`src/rtl/seq_pack_pkg.sv`:
```
// Shared types and constants for the sequence frame packer.
package seq_pack_pkg;

    localparam int DATA_W      = 8;
    localparam int FRAME_CNT_W = 16;
    localparam int IDX_W       = 8;

    localparam logic [DATA_W-1:0] HDR_DEFAULT = 8'hA5;

    typedef enum logic [1:0] {
        IDLE = 2'd0,
        HDR  = 2'd1,
        PAY  = 2'd2,
        SUM  = 2'd3
    } state_t;

    // Running checksum is a plain mod-256 byte sum.
    function automatic logic [DATA_W-1:0] csum_add(input logic [DATA_W-1:0] acc,
                                                   input logic [DATA_W-1:0] b);
        return acc + b;
    endfunction

endpackage

```
`src/rtl/seq_pack_fifo.sv`:
```
// Synchronous FIFO with registered storage (no fall-through); a push while
// full is still accepted when a pop happens in the same cycle.
module seq_pack_fifo
    import seq_pack_pkg::*;
#(
    parameter int DEPTH = 8,
    parameter int W     = DATA_W,
    localparam int AW   = $clog2(DEPTH)
) (
    input  logic          clk,
    input  logic          rst,
    input  logic          push,
    input  logic          pop,
    input  logic [W-1:0]  wdata,
    output logic [W-1:0]  rdata,
    output logic          full,
    output logic          empty,
    output logic [AW:0]   count
);

    localparam logic [AW:0] FULL_CNT = (AW+1)'(DEPTH);

    logic [W-1:0]  mem [DEPTH];
    logic [AW-1:0] wr_ptr;
    logic [AW-1:0] rd_ptr;
    logic          do_push;
    logic          do_pop;

    assign empty   = (count == '0);
    assign full    = (count == FULL_CNT);
    assign do_pop  = pop && !empty;
    assign do_push = push && (!full || do_pop);
    assign rdata   = mem[rd_ptr];

    // Pointers wrap naturally because DEPTH is a power of two.
    always_ff @(posedge clk) begin
        if (!rst) begin
            wr_ptr <= '0;
            rd_ptr <= '0;
            count  <= '0;
        end else begin
            if (do_push) wr_ptr <= wr_ptr + 1'b1;
            if (do_pop)  rd_ptr <= rd_ptr + 1'b1;
            count <= count + {{AW{1'b0}}, do_push} - {{AW{1'b0}}, do_pop};
        end
    end

    always_ff @(posedge clk) begin
        if (do_push) mem[wr_ptr] <= wdata;
    end

endmodule

```
`src/rtl/seq_frame_packer.sv`:
```
// Buffers generator samples and emits header/payload/checksum frames on a
// valid/ready byte port. Define SEQ_FRAME_PACKER_DROP_CNT_EN for a drop counter.
module seq_frame_packer
    import seq_pack_pkg::*;
#(
    parameter int                FRAME_LEN  = 4,
    parameter int                FIFO_DEPTH = 8,
    parameter logic [DATA_W-1:0] HDR_BYTE   = HDR_DEFAULT
) (
    input  logic                   clk,
    input  logic                   rst,
    input  logic [DATA_W-1:0]      in_data,
    input  logic                   in_valid,
    output logic [DATA_W-1:0]      out_data,
    output logic                   out_valid,
    input  logic                   out_ready,
    output logic                   overflow,
    output logic [FRAME_CNT_W-1:0] frame_cnt,
    output logic                   busy
`ifdef SEQ_FRAME_PACKER_DROP_CNT_EN
    ,
    output logic [7:0]             drop_cnt
`endif
);

    localparam int          AW       = $clog2(FIFO_DEPTH);
    localparam logic [IDX_W-1:0] IDX_LAST = IDX_W'(FRAME_LEN - 1);

    state_t            state, state_nxt;
    logic [IDX_W-1:0]  idx;
    logic [DATA_W-1:0] csum;
    logic [DATA_W-1:0] head;
    logic              fifo_full, fifo_empty, fifo_pop;
    logic [AW:0]       fifo_cnt;
    logic              hs;
    logic              drop;

    seq_pack_fifo #(
        .DEPTH (FIFO_DEPTH),
        .W     (DATA_W)
    ) u_fifo (
        .clk   (clk),
        .rst   (rst),
        .push  (in_valid),
        .pop   (fifo_pop),
        .wdata (in_data),
        .rdata (head),
        .full  (fifo_full),
        .empty (fifo_empty),
        .count (fifo_cnt)
    );

    assign hs       = out_valid && out_ready;
    assign fifo_pop = (state == PAY) && hs;
    // The generator cannot stall: a full FIFO with no pop this cycle loses the sample.
    assign drop     = in_valid && fifo_full && !fifo_pop;
    assign busy     = (state != IDLE);

    always_comb begin
        state_nxt = state;
        out_valid = 1'b0;
        out_data  = '0;
        case (state)
            IDLE: begin
                if (fifo_cnt != '0) state_nxt = HDR;
            end
            HDR: begin
                out_valid = 1'b1;
                out_data  = HDR_BYTE;
                if (hs) state_nxt = PAY;
            end
            PAY: begin
                out_valid = !fifo_empty;
                out_data  = fifo_empty ? '0 : head;
                if (hs && idx == IDX_LAST) state_nxt = SUM;
            end
            SUM: begin
                out_valid = 1'b1;
                out_data  = csum;
                if (hs) state_nxt = IDLE;
            end
            default: state_nxt = IDLE;
        endcase
    end

    always_ff @(posedge clk) begin
        if (!rst) begin
            state     <= IDLE;
            idx       <= '0;
            csum      <= '0;
            overflow  <= 1'b0;
            frame_cnt <= '0;
        end else begin
            state <= state_nxt;
            if (drop) overflow <= 1'b1;
            case (state)
                HDR: if (hs) begin
                    idx  <= '0;
                    csum <= '0;
                end
                PAY: if (hs) begin
                    idx  <= idx + 1'b1;
                    csum <= csum_add(csum, head);
                end
                SUM: if (hs) frame_cnt <= frame_cnt + 1'b1;
                default: ;
            endcase
        end
    end

`ifdef SEQ_FRAME_PACKER_DROP_CNT_EN
    always_ff @(posedge clk) begin
        if (!rst)                          drop_cnt <= '0;
        else if (drop && drop_cnt != 8'hFF) drop_cnt <= drop_cnt + 1'b1;
    end
`endif

endmodule

```
`config.mk`:
```
export PLATFORM = sky130hd
export DESIGN_NAME = seq_frame_packer
export DESIGN_NICKNAME = d
export VERILOG_FILES = /design/src/rtl/seq_pack_pkg.sv /design/src/rtl/seq_pack_fifo.sv /design/src/rtl/seq_frame_packer.sv
export SDC_FILE = /design/constraint.sdc
export NUM_CORES = 1
export LEC_CHECK = 0
export ABC_AREA = 0
export BUFFER_PORTS_ARGS = -buffer_cell sky130_fd_sc_hd__buf_2
export CAP_MARGIN = 15
export CORE_MARGIN = 2
export CORE_UTILIZATION = 55
export CTS_BUF_LIST = sky130_fd_sc_hd__clkbuf_8
export CTS_CLUSTER_DIAMETER = 80
export DETAILED_ROUTE_END_ITERATION = 6
export PLACE_DENSITY_LB_ADDON = 0.05
export SLEW_MARGIN = 10
export SYNTH_ARGS = -nofsm -noshare
export SYNTH_HDL_FRONTEND = slang
export SYNTH_HIERARCHICAL = 1
export SYNTH_SLANG_ARGS = --single-unit
```
`constraint.sdc`:
```
create_clock -name clk -period 3.1 [get_ports clk]
set_clock_uncertainty 0.05 [all_clocks]
set_input_delay 0.155 -clock clk [delete_from_list [all_inputs] [get_ports clk]]
set_output_delay 0.155 -clock clk [all_outputs]
set_load 0.02 [all_outputs]
```
## Word-level counts from Yosys, hierarchy flattened

Memories as Yosys holds them, arrays and structs flattened. A register that Yosys moved wholly into a read port is not among the register bits.
Index checks and enable logic that the tools add are counted.

- Memories: 1
- RAM bits: 64
- Bits of input ports: 12
- Word-level logic and storage cells: 63
- Register bits after elaboration: 45

Memories:

| memory | depth | bits a word | rd ports | clocked after memory_dff | wr ports | RTL line | text |
|---|---|---|---|---|---|---|---|
| u_fifo.mem | 8 | 8 | 1 | 1 | 1 | seq_pack_fifo.sv:23 | `logic [W-1:0] mem [DEPTH];` |

- Muxes and demuxes: 17
- Eq/ne operators: 10
- Reductions and logical operators: 20
- Add/subtract/negate cells: 7

Operators with widths:

| operator | number |
|---|---|
| $mux W8 | 4 |
| $pmux W8 S2 | 2 |
| $pmux W8 S3 | 1 |
| $add A16 B1 Y16 const B | 1 |
| $add A8 B1 Y8 const B | 1 |
| $add A8 B8 Y8 | 1 |
| $eq A8 B2 Y1 const B | 1 |
| $mux W2 | 4 |
| $ne A2 B2 Y1 const B | 4 |
| $pmux W2 S4 | 1 |
| $logic_and A1 B1 Y1 | 7 |
| $add A3 B1 Y3 const B | 2 |
| $mux W3 | 2 |
| $add A4 B1 Y4 | 1 |
| $eq A2 B2 Y1 const B | 2 |
| $eq A4 B4 Y1 const B | 1 |
| $logic_not A4 Y1 | 1 |
| $reduce_and A4 Y1 | 1 |
| $reduce_bool A2 Y1 | 2 |
| $reduce_bool A4 Y1 | 1 |
| $sub A4 B1 Y4 | 1 |
| $logic_not A1 Y1 | 3 |
| $reduce_and A3 Y1 | 1 |
| $eq A2 B1 Y1 const B | 1 |
| 7 further kinds | 8 |

## Logic depth before layout (Yosys ltp)

Gate-level depths: netlist of run 1.

- Word-level depth: 10
- Mapped depth: 15

## Hierarchy

Netlist of run 1, hierarchy kept.

Modules (own cells, without submodules):

| module | sequential area each (µm²) | area each (µm²) | cells an instance | times used |
|---|---|---|---|---|
| seq_pack_fifo | 2182.1 | 3266.9 | 188 | 1 |
| seq_frame_packer | 700.7 | 2019.4 | 240 | 1 |

## Worst setup path after synthesis of run 1

Ideal clock, no wire load.

- Path kind: register -> register
- Start point: reg state[1]
- End point: mem u_fifo/mem[0][0] (netlist name) (enable)
- Path buffers: 3
- Slack: -0.177 ns
- Arrival: 2.832 ns
- Cell stages (with the launch flop): 12
- Setup time: 0.395 ns
- Required time: 2.655 ns
- Cell sequence: dfxtp_1 -> inv_1 -> ha_1 -> nor2b_1 -> buf_6 -> nand3_4 -> inv_4 -> buf_2 -> nor2b_1 -> clkbuf_1 -> nor2_1 -> nor4_1

- Longest elaborated chain between the ends: 10
- Elaborated cells on any way between the ends: 12
- Those cells by class: 3 x eq/ne; 3 x mux; 6 x reduce/logical

RTL lines:

| item | RTL line | text |
|---|---|---|
| start: declaration | seq_frame_packer.sv:29 | `state_t state, state_nxt;` |
| start signal: assignment | seq_frame_packer.sv:94 | `state <= state_nxt;` |
| $eq A2 B2 Y1 or $eq A2 B1 Y1 (tied branches) | seq_frame_packer.sv:63 | `case (state)` |
| $reduce_or A2 Y1 (no line) | -- |  |
| $pmux W1 S2 | seq_frame_packer.sv:63 |  |
| $logic_and A1 B1 Y1 | seq_frame_packer.sv:53 | `assign hs = out_valid && out_ready;` |
| $logic_and A1 B1 Y1 (*) | seq_frame_packer.sv:54 | `assign fifo_pop = (state == PAY) && hs;` |
| net fifo_pop | seq_frame_packer.sv:33 | `logic fifo_full, fifo_empty, fifo_pop;` |
| $logic_and A1 B1 Y1 (*) | seq_pack_fifo.sv:31 | `assign do_pop = pop && !empty;` |
| $logic_or A1 B1 Y1 (*) | seq_pack_fifo.sv:32 | `assign do_push = push && (!full \|\| do_pop);` |
| $logic_and A1 B1 Y1 (*) | seq_pack_fifo.sv:32 |  |
| $mux W1 (*) | seq_pack_fifo.sv:49 | `if (do_push) mem[wr_ptr] <= wdata;` |
| $mux W1 (implied by the code) (*) | seq_pack_fifo.sv:49 |  |
| end: declaration | seq_pack_fifo.sv:23 |  |

The timed path passes the listed nets; every way through them passes the cells marked *.

==> flow_metrics.tcl, run 1 <==
set metrics [dict create \
    power_per_cell_area_mw_per_mm2 582 \
    max-cap-violations 0 \
    clk_transition_reported_paths_ns 0.11 \
    postRouteAntennaNets 0 \
    cp_data_arrival_time_ns 3.16 \
    drtIter0Drc 130 \
    synth.most_common_cell "sky130_fd_sc_hd__edfxtp_1" \
    clockRootBuffer "sky130_fd_sc_hd__clkbuf_8" \
    grt_pass1_wl_mm 16.4 \
    whs_ns 0.0191 \
    mappedNetlistNets 463 \
    finalWorstSetupSlack_ns 0.159 \
    yosysTopAreaCellShare 0.364 \
    multi_input_gate_area_in_the_final_layout_mm2 0.00227 \
    ys_top_cells_by_count "sky130_fd_sc_hd__edfxtp_1 (64), sky130_fd_sc_hd__dfxtp_1 (48), sky130_fd_sc_hd__nand2_1 (36), sky130_fd_sc_hd__nor2_1 (36), sky130_fd_sc_hd__ha_1 (21)" \
    clock_tree.htree_level_count 3 \
    cts-buffers-inserted 9 \
    core_mm2 0.00928 \
    die_h_um 102 \
    overflow 0 \
    detail_route.drc_violations 0 \
    effective_utilization_at_floorplan 0.569 \
    min_path_type "primary input to flip-flop" \
    pin_count_of_the_biggest_net_entering_global_routing 33 \
    globalplace.congestion 0.853 \
    synthArstFlopShare 0 \
    synth_sequential_area_ratio 0.545 \
    netlist_area_mm2 0.00529 \
    place.detailed.hpwl_mm 6.85 \
    die_area_mm2 0.0104 \
    max-vdd-ir-drop_v 0.000323 \
    critical_path.max_fanout 7 \
    layout_worst_path_cycle_share 0.949 \
    worst_skew_pair.late_latency_ns 0.39 \
    timing.fmax_ghz 0.340 \
    final-seq-area_mm2 0.00288 \
    grt.total_usage 0.207 \
    worst_setup_path_end_kind "flip-flop" \
    wl_per_cell_um 16.3 \
    floorplan.die.width_um 102 \
    dpl-instance-area_mm2 0.00570 \
    worstMarginPinSlew_ns 0.633 \
    first_pass_iters 4 \
    wirelength_mm 10.1 \
    syn_to_final_growth_pct 13.8 \
    place.port_buffers 38 \
    finish.net_count 521 \
    ys_types 61 \
    vias 3439 \
    ys_warn_count 6 \
    boundaryPins 39 \
    final.min_clock_period_ns 2.94 \
    clkSinkCount 112 \
    critPathRequiredTime_ns 3.32 \
    worst_slack_at_placement_ns 0.0967 \
    power_leakage_uw 0.00225 \
    postSynthRegisterBits 112 \
    layout.cell_area.non_filler_mm2 0.00601 \
    path_class "flip-flop to flip-flop" \
    avgSynthCellArea_um2 12.4 \
    drt-vias-per-instance 5.55 \
    num_antenna_cells 0 \
    drive_above_1_share 0.210 \
    post-layout-total-power_uw 3500 \
    synth_area_leaders "sky130_fd_sc_hd__edfxtp_1 (36%), sky130_fd_sc_hd__dfxtp_1 (18%), sky130_fd_sc_hd__mux4_1 (7.5%)" \
    slew_headroom 0.578 \
    slew_viol_final 0 \
    synthCells 428 \
    timing.final.hold_violations 0 \
    finalSetupViolations 0 \
    grt_pass1_vias 3285 \
    synth_area_leader_cell "sky130_fd_sc_hd__edfxtp_1" \
    fillers 728 \
    placementRows 35 \
    cts_buffer_depth 2 \
    startpoint_class "flip-flop" \
    postSynth.topFlopCell "sky130_fd_sc_hd__edfxtp_1" \
    fin_tns_setup_ns 0 \
    grt_antenna_before_repair 0 \
    result_of_the_run "finished, final reports clean" \
    tritoncts "built" \
    synth_edf_count 64 \
]
## through the flow
| stage | utilization | std cells |
|---|---|---|
| CTS | 0.643 | 620 |
| floorplan | - | 428 |
| finish | 0.648 | 620 |
| global placement | 0.614 | 597 |
| global route | 0.648 | 620 |
| detailed placement | 0.614 | 597 |
## layout make-up
class / count / share of cell area
multi-input combinational: 281 / 0.378
clock buffer: 9 / 0.0206
inverter: 15 / 0.00978
sequential: 112 / 0.480
timing repair buffer: 67 / 0.0720
clock inverter: 7 / 0.0131
tap: 129 / 0.0268
## sequential cells by signal, summed over array words and instances, names as in the netlist, named ones only
register	count
u_fifo/mem	64
idx	8
state	2
overflow	1
u_fifo/wr_ptr	3
u_fifo/count	4
u_fifo/rd_ptr	3
csum	8
frame_cnt	16
## where the power goes
group | switching [uW] | leakage (uW) | internal, uW
sequential | 49.5 | 0.000969 | 1660
clock | 552 | 0.000102 | 322
combinational | 553 | 0.00118 | 363
## path summary, 6_finish.rpt
kind,cells past startpoint,endpoint,slack [ns],start
worst min-delay path,1,u_fifo/mem[4][0],0.02,in_data[0]
worst max-delay path,11,csum[6],0.16,flip-flop
worst max register to register,11,csum[6],0.16,flip-flop
worst min register to register,1,idx[5],0.44,idx[5]
## cell usage in the layout (no fill, tap or decap), types with 7 or more instances in the layout
cell type and n:
sky130_fd_sc_hd__dfxtp_1 47, sky130_fd_sc_hd__a22oi_1 10, sky130_fd_sc_hd__mux2_2 8, sky130_fd_sc_hd__buf_4 20, sky130_fd_sc_hd__nor3_1 9, sky130_fd_sc_hd__nand3_1 13
sky130_fd_sc_hd__ha_1 20, sky130_fd_sc_hd__a21oi_1 10, sky130_fd_sc_hd__nand2_1 36, sky130_fd_sc_hd__mux4_1 14, sky130_fd_sc_hd__edfxtp_1 64, sky130_fd_sc_hd__buf_2 38
sky130_fd_sc_hd__nor2b_1 9, sky130_fd_sc_hd__clkbuf_8 9, sky130_fd_sc_hd__nor2_1 36, sky130_fd_sc_hd__inv_1 13, sky130_fd_sc_hd__o21ai_0 9, sky130_fd_sc_hd__xor2_1 12
sky130_fd_sc_hd__dlygate4sd3_1 7
## critical path: stages (launching register included)
cell	delay, ns
sky130_fd_sc_hd__dfxtp_2	0.37
sky130_fd_sc_hd__buf_6	0.14
sky130_fd_sc_hd__mux4_1	0.53
sky130_fd_sc_hd__mux2_2	0.29
sky130_fd_sc_hd__ha_1	0.24
sky130_fd_sc_hd__fa_2	0.37
sky130_fd_sc_hd__a21o_1	0.18
sky130_fd_sc_hd__a21oi_2	0.17
sky130_fd_sc_hd__o21bai_1	0.09
sky130_fd_sc_hd__a21oi_2	0.15
sky130_fd_sc_hd__xor2_1	0.17
sky130_fd_sc_hd__o31ai_1	0.08
## cell families after synthesis
group	synth area share
xor+xnor	0.0298
flops	0.545
mux	0.111
buf+inv	0.0329
simple gates	0.147
compound gates	0.0767
fa+ha+maj	0.0573
## repair_timing
item / CTS / global route
buffers inserted: 0 / 0
hold buffers: 7 / 0
resized for setup: 0 / 11
endpoints found under the hold margin: 50 / 0
setup endpoints to repair: 0 / 2
## per-layer routing
layer  track usage  vias up  wire [um]
met5             0        -          0
met4        0.0667        0        139
met3        0.0335       12        304
met2         0.341       65       4910
met1         0.284     1649       4740
li1              -     1713          -
(Power assumes the default switching activity.)
==> inputs of run 2 (changes only) <==
GPL_TIMING_DRIVEN = 0   (was default)
RECOVER_POWER = 25   (was default)
==> run 2 against run 1 <==
Combinational power grew 3.9%. Final cell count grew 2.1%. Via count grew 3.0%. Clock power grew 7.2%. Critical path depth grew 1. Non-clock buffer count grew 13. Utilization grew 2.7 points. Fmax shrank 2.2%. Worst setup slack lost 0.067 ns. Sequential cell count is the same. Critical path type unchanged. Largest cell class unchanged. Largest power group unchanged.
==> flow_metrics.tcl, run 2 (synthesis gave the netlist of run 1 again) <==
set metrics [dict create \
    r2r_slack_ns 0.09 \
    finalSetupViolations 0 \
    power_leakage_uw 0.00230 \
    wirelength_mm 10.7 \
    path_cells "buf_6 -> buf_12 -> mux4_2 -> mux2_2 -> ha_1 -> fa_2 -> a21o_1 -> a21oi_2 -> o21bai_1 -> a21oi_1 -> xor2_1 -> o31ai_1" \
    sequential_cell_fraction_of_total_power 0.478 \
    layout.cell_area.non_filler_mm2 0.00627 \
    power.share.clock 0.259 \
    critical-path-max-stage-delay_ns 0.51 \
    postRouteAntennaNets 0 \
    slew_viol_final 0 \
    grt_antenna_before_repair 0 \
    startpoint_class "flip-flop" \
    globalplace.congestion 0.809 \
    placementRows 35 \
    place.port_buffers 38 \
    worstMarginPinSlew_ns 0.678 \
    max-vdd-ir-drop_v 0.000350 \
    slew_headroom 0.548 \
    max-cap-violations 0 \
    layout_worst_path_cycle_share 0.970 \
    min_path_type "primary input to flip-flop" \
    finish.net_count 534 \
    overflow 0 \
    cp_data_arrival_time_ns 3.24 \
    die_h_um 102 \
    critical_path.max_fanout 10 \
    grt_pass1_vias 3398 \
    drive_above_1_share 0.214 \
    worst_setup_path_end_kind "flip-flop" \
    num_antenna_cells 0 \
    clk_transition_reported_paths_ns 0.12 \
    die_area_mm2 0.0104 \
    clockRootBuffer "sky130_fd_sc_hd__clkbuf_8" \
    largest_register_ff_count 64 \
    core_mm2 0.00928 \
    first_pass_iters 4 \
    dpl-instance-area_mm2 0.00570 \
    power.share.switching 0.323 \
    final.min_clock_period_ns 3.01 \
    path_class "flip-flop to flip-flop" \
    worst_skew_pair.late_latency_ns 0.37 \
    post-layout-total-power_uw 3620 \
    grt_pass1_wl_mm 17.2 \
    floorplan.die.width_um 102 \
    fillers 696 \
    syn_to_final_growth_pct 18.5 \
    power.switching_uw 1170 \
    final-seq-area_mm2 0.00289 \
    pin_count_of_the_biggest_net_entering_global_routing 23 \
    largest_registers_in_the_final_layout "u_fifo/mem: 64 flops, frame_cnt: 16 flops" \
    whs_ns 0.132 \
    grt.total_usage 0.219 \
    clock_tree.htree_level_count 3 \
    comb_power_share 0.263 \
    multi_input_gate_area_in_the_final_layout_mm2 0.00238 \
    crit_family "multiplexers" \
    power_per_cell_area_mw_per_mm2 577 \
    detail_route.drc_violations 0 \
    cts_buffer_depth 2 \
    mostFrequentLayoutCell "sky130_fd_sc_hd__edfxtp_1" \
    boundaryPins 39 \
    drt-vias-per-instance 5.60 \
    clkSinkCount 112 \
    largest_register "u_fifo/mem" \
    worst-path-buf-inv 2 \
    critical-path-slowest-cell "sky130_fd_sc_hd__mux4_2" \
    timing.final.hold_violations 0 \
    cts-buffers-inserted 9 \
    tritoncts "built" \
    effective_utilization_at_floorplan 0.569 \
    drtIter0Drc 137 \
    vias 3542 \
    critPathRequiredTime_ns 3.34 \
    result_of_the_run "finished, final reports clean" \
    fin_tns_setup_ns 0 \
    wl_per_cell_um 16.9 \
    internal-power_uw 2450 \
    layout.cells.most_common_list "sky130_fd_sc_hd__edfxtp_1 (64), sky130_fd_sc_hd__dfxtp_1 (44), sky130_fd_sc_hd__nand2_1 (36), sky130_fd_sc_hd__nor2_1 (35), sky130_fd_sc_hd__buf_2 (33)" \
    place.detailed.hpwl_mm 7.15 \
    timing.fmax_ghz 0.332 \
]
## run 2: power groups by stage
stage,Sequential (uW),Combinational [uW],Clock (uW)
after floorplan,1740,615,0
after global placement,1750,830,0
after detailed placement,1750,852,0
after CTS,1720,916,969
after global routing,1740,1050,1020
final,1730,951,937
## run 2: area by class of cell
type	count	share of cell area
sequential	112	0.461
multi-input combinational	281	0.380
timing repair buffer	62	0.0689
tap	129	0.0258
clock buffer	9	0.0198
buffer	18	0.0180
clock inverter	7	0.0156
inverter	15	0.0110
## run 2: through the flow
step / util / instances / setup slack [ns]
5_1_grt: 0.675 / 633 / -0.00451
6_report: 0.675 / 633 / 0.0924
3_3_place_gp: 0.609 / 595 / -1.11
4_1_cts: 0.666 / 628 / 0.00561
3_5_place_dp: 0.613 / 597 / -0.914
2_1_floorplan: - / 428 / 0.0379
## run 2: layer usage
layer / global-route usage / routed length, um
met2: 0.382 / 5380
met3: 0.0431 / 417
met4: 0.0513 / 106
met1: 0.286 / 4800
met5: 0 / 0
## run 2: timing repair
item                                    in CTS  in global routing
pin swaps                                    7                  4
gates resized for setup                     18                 13
endpoints found under the hold margin       39                  0
hold buffers                                 8                  0
endpoints found under the setup margin      71                 33
setup buffers                                9                  5
## run 2: worst paths after layout
path | to | start | cells past startpoint
hold / removal | u_fifo/mem[3][7] | in_data[7] | 1
setup reg to reg | csum[6] | flip-flop | 12
setup / recovery | csum[6] | flip-flop | 12
hold reg to reg | flip-flop | u_fifo/rd_ptr[1] | 2
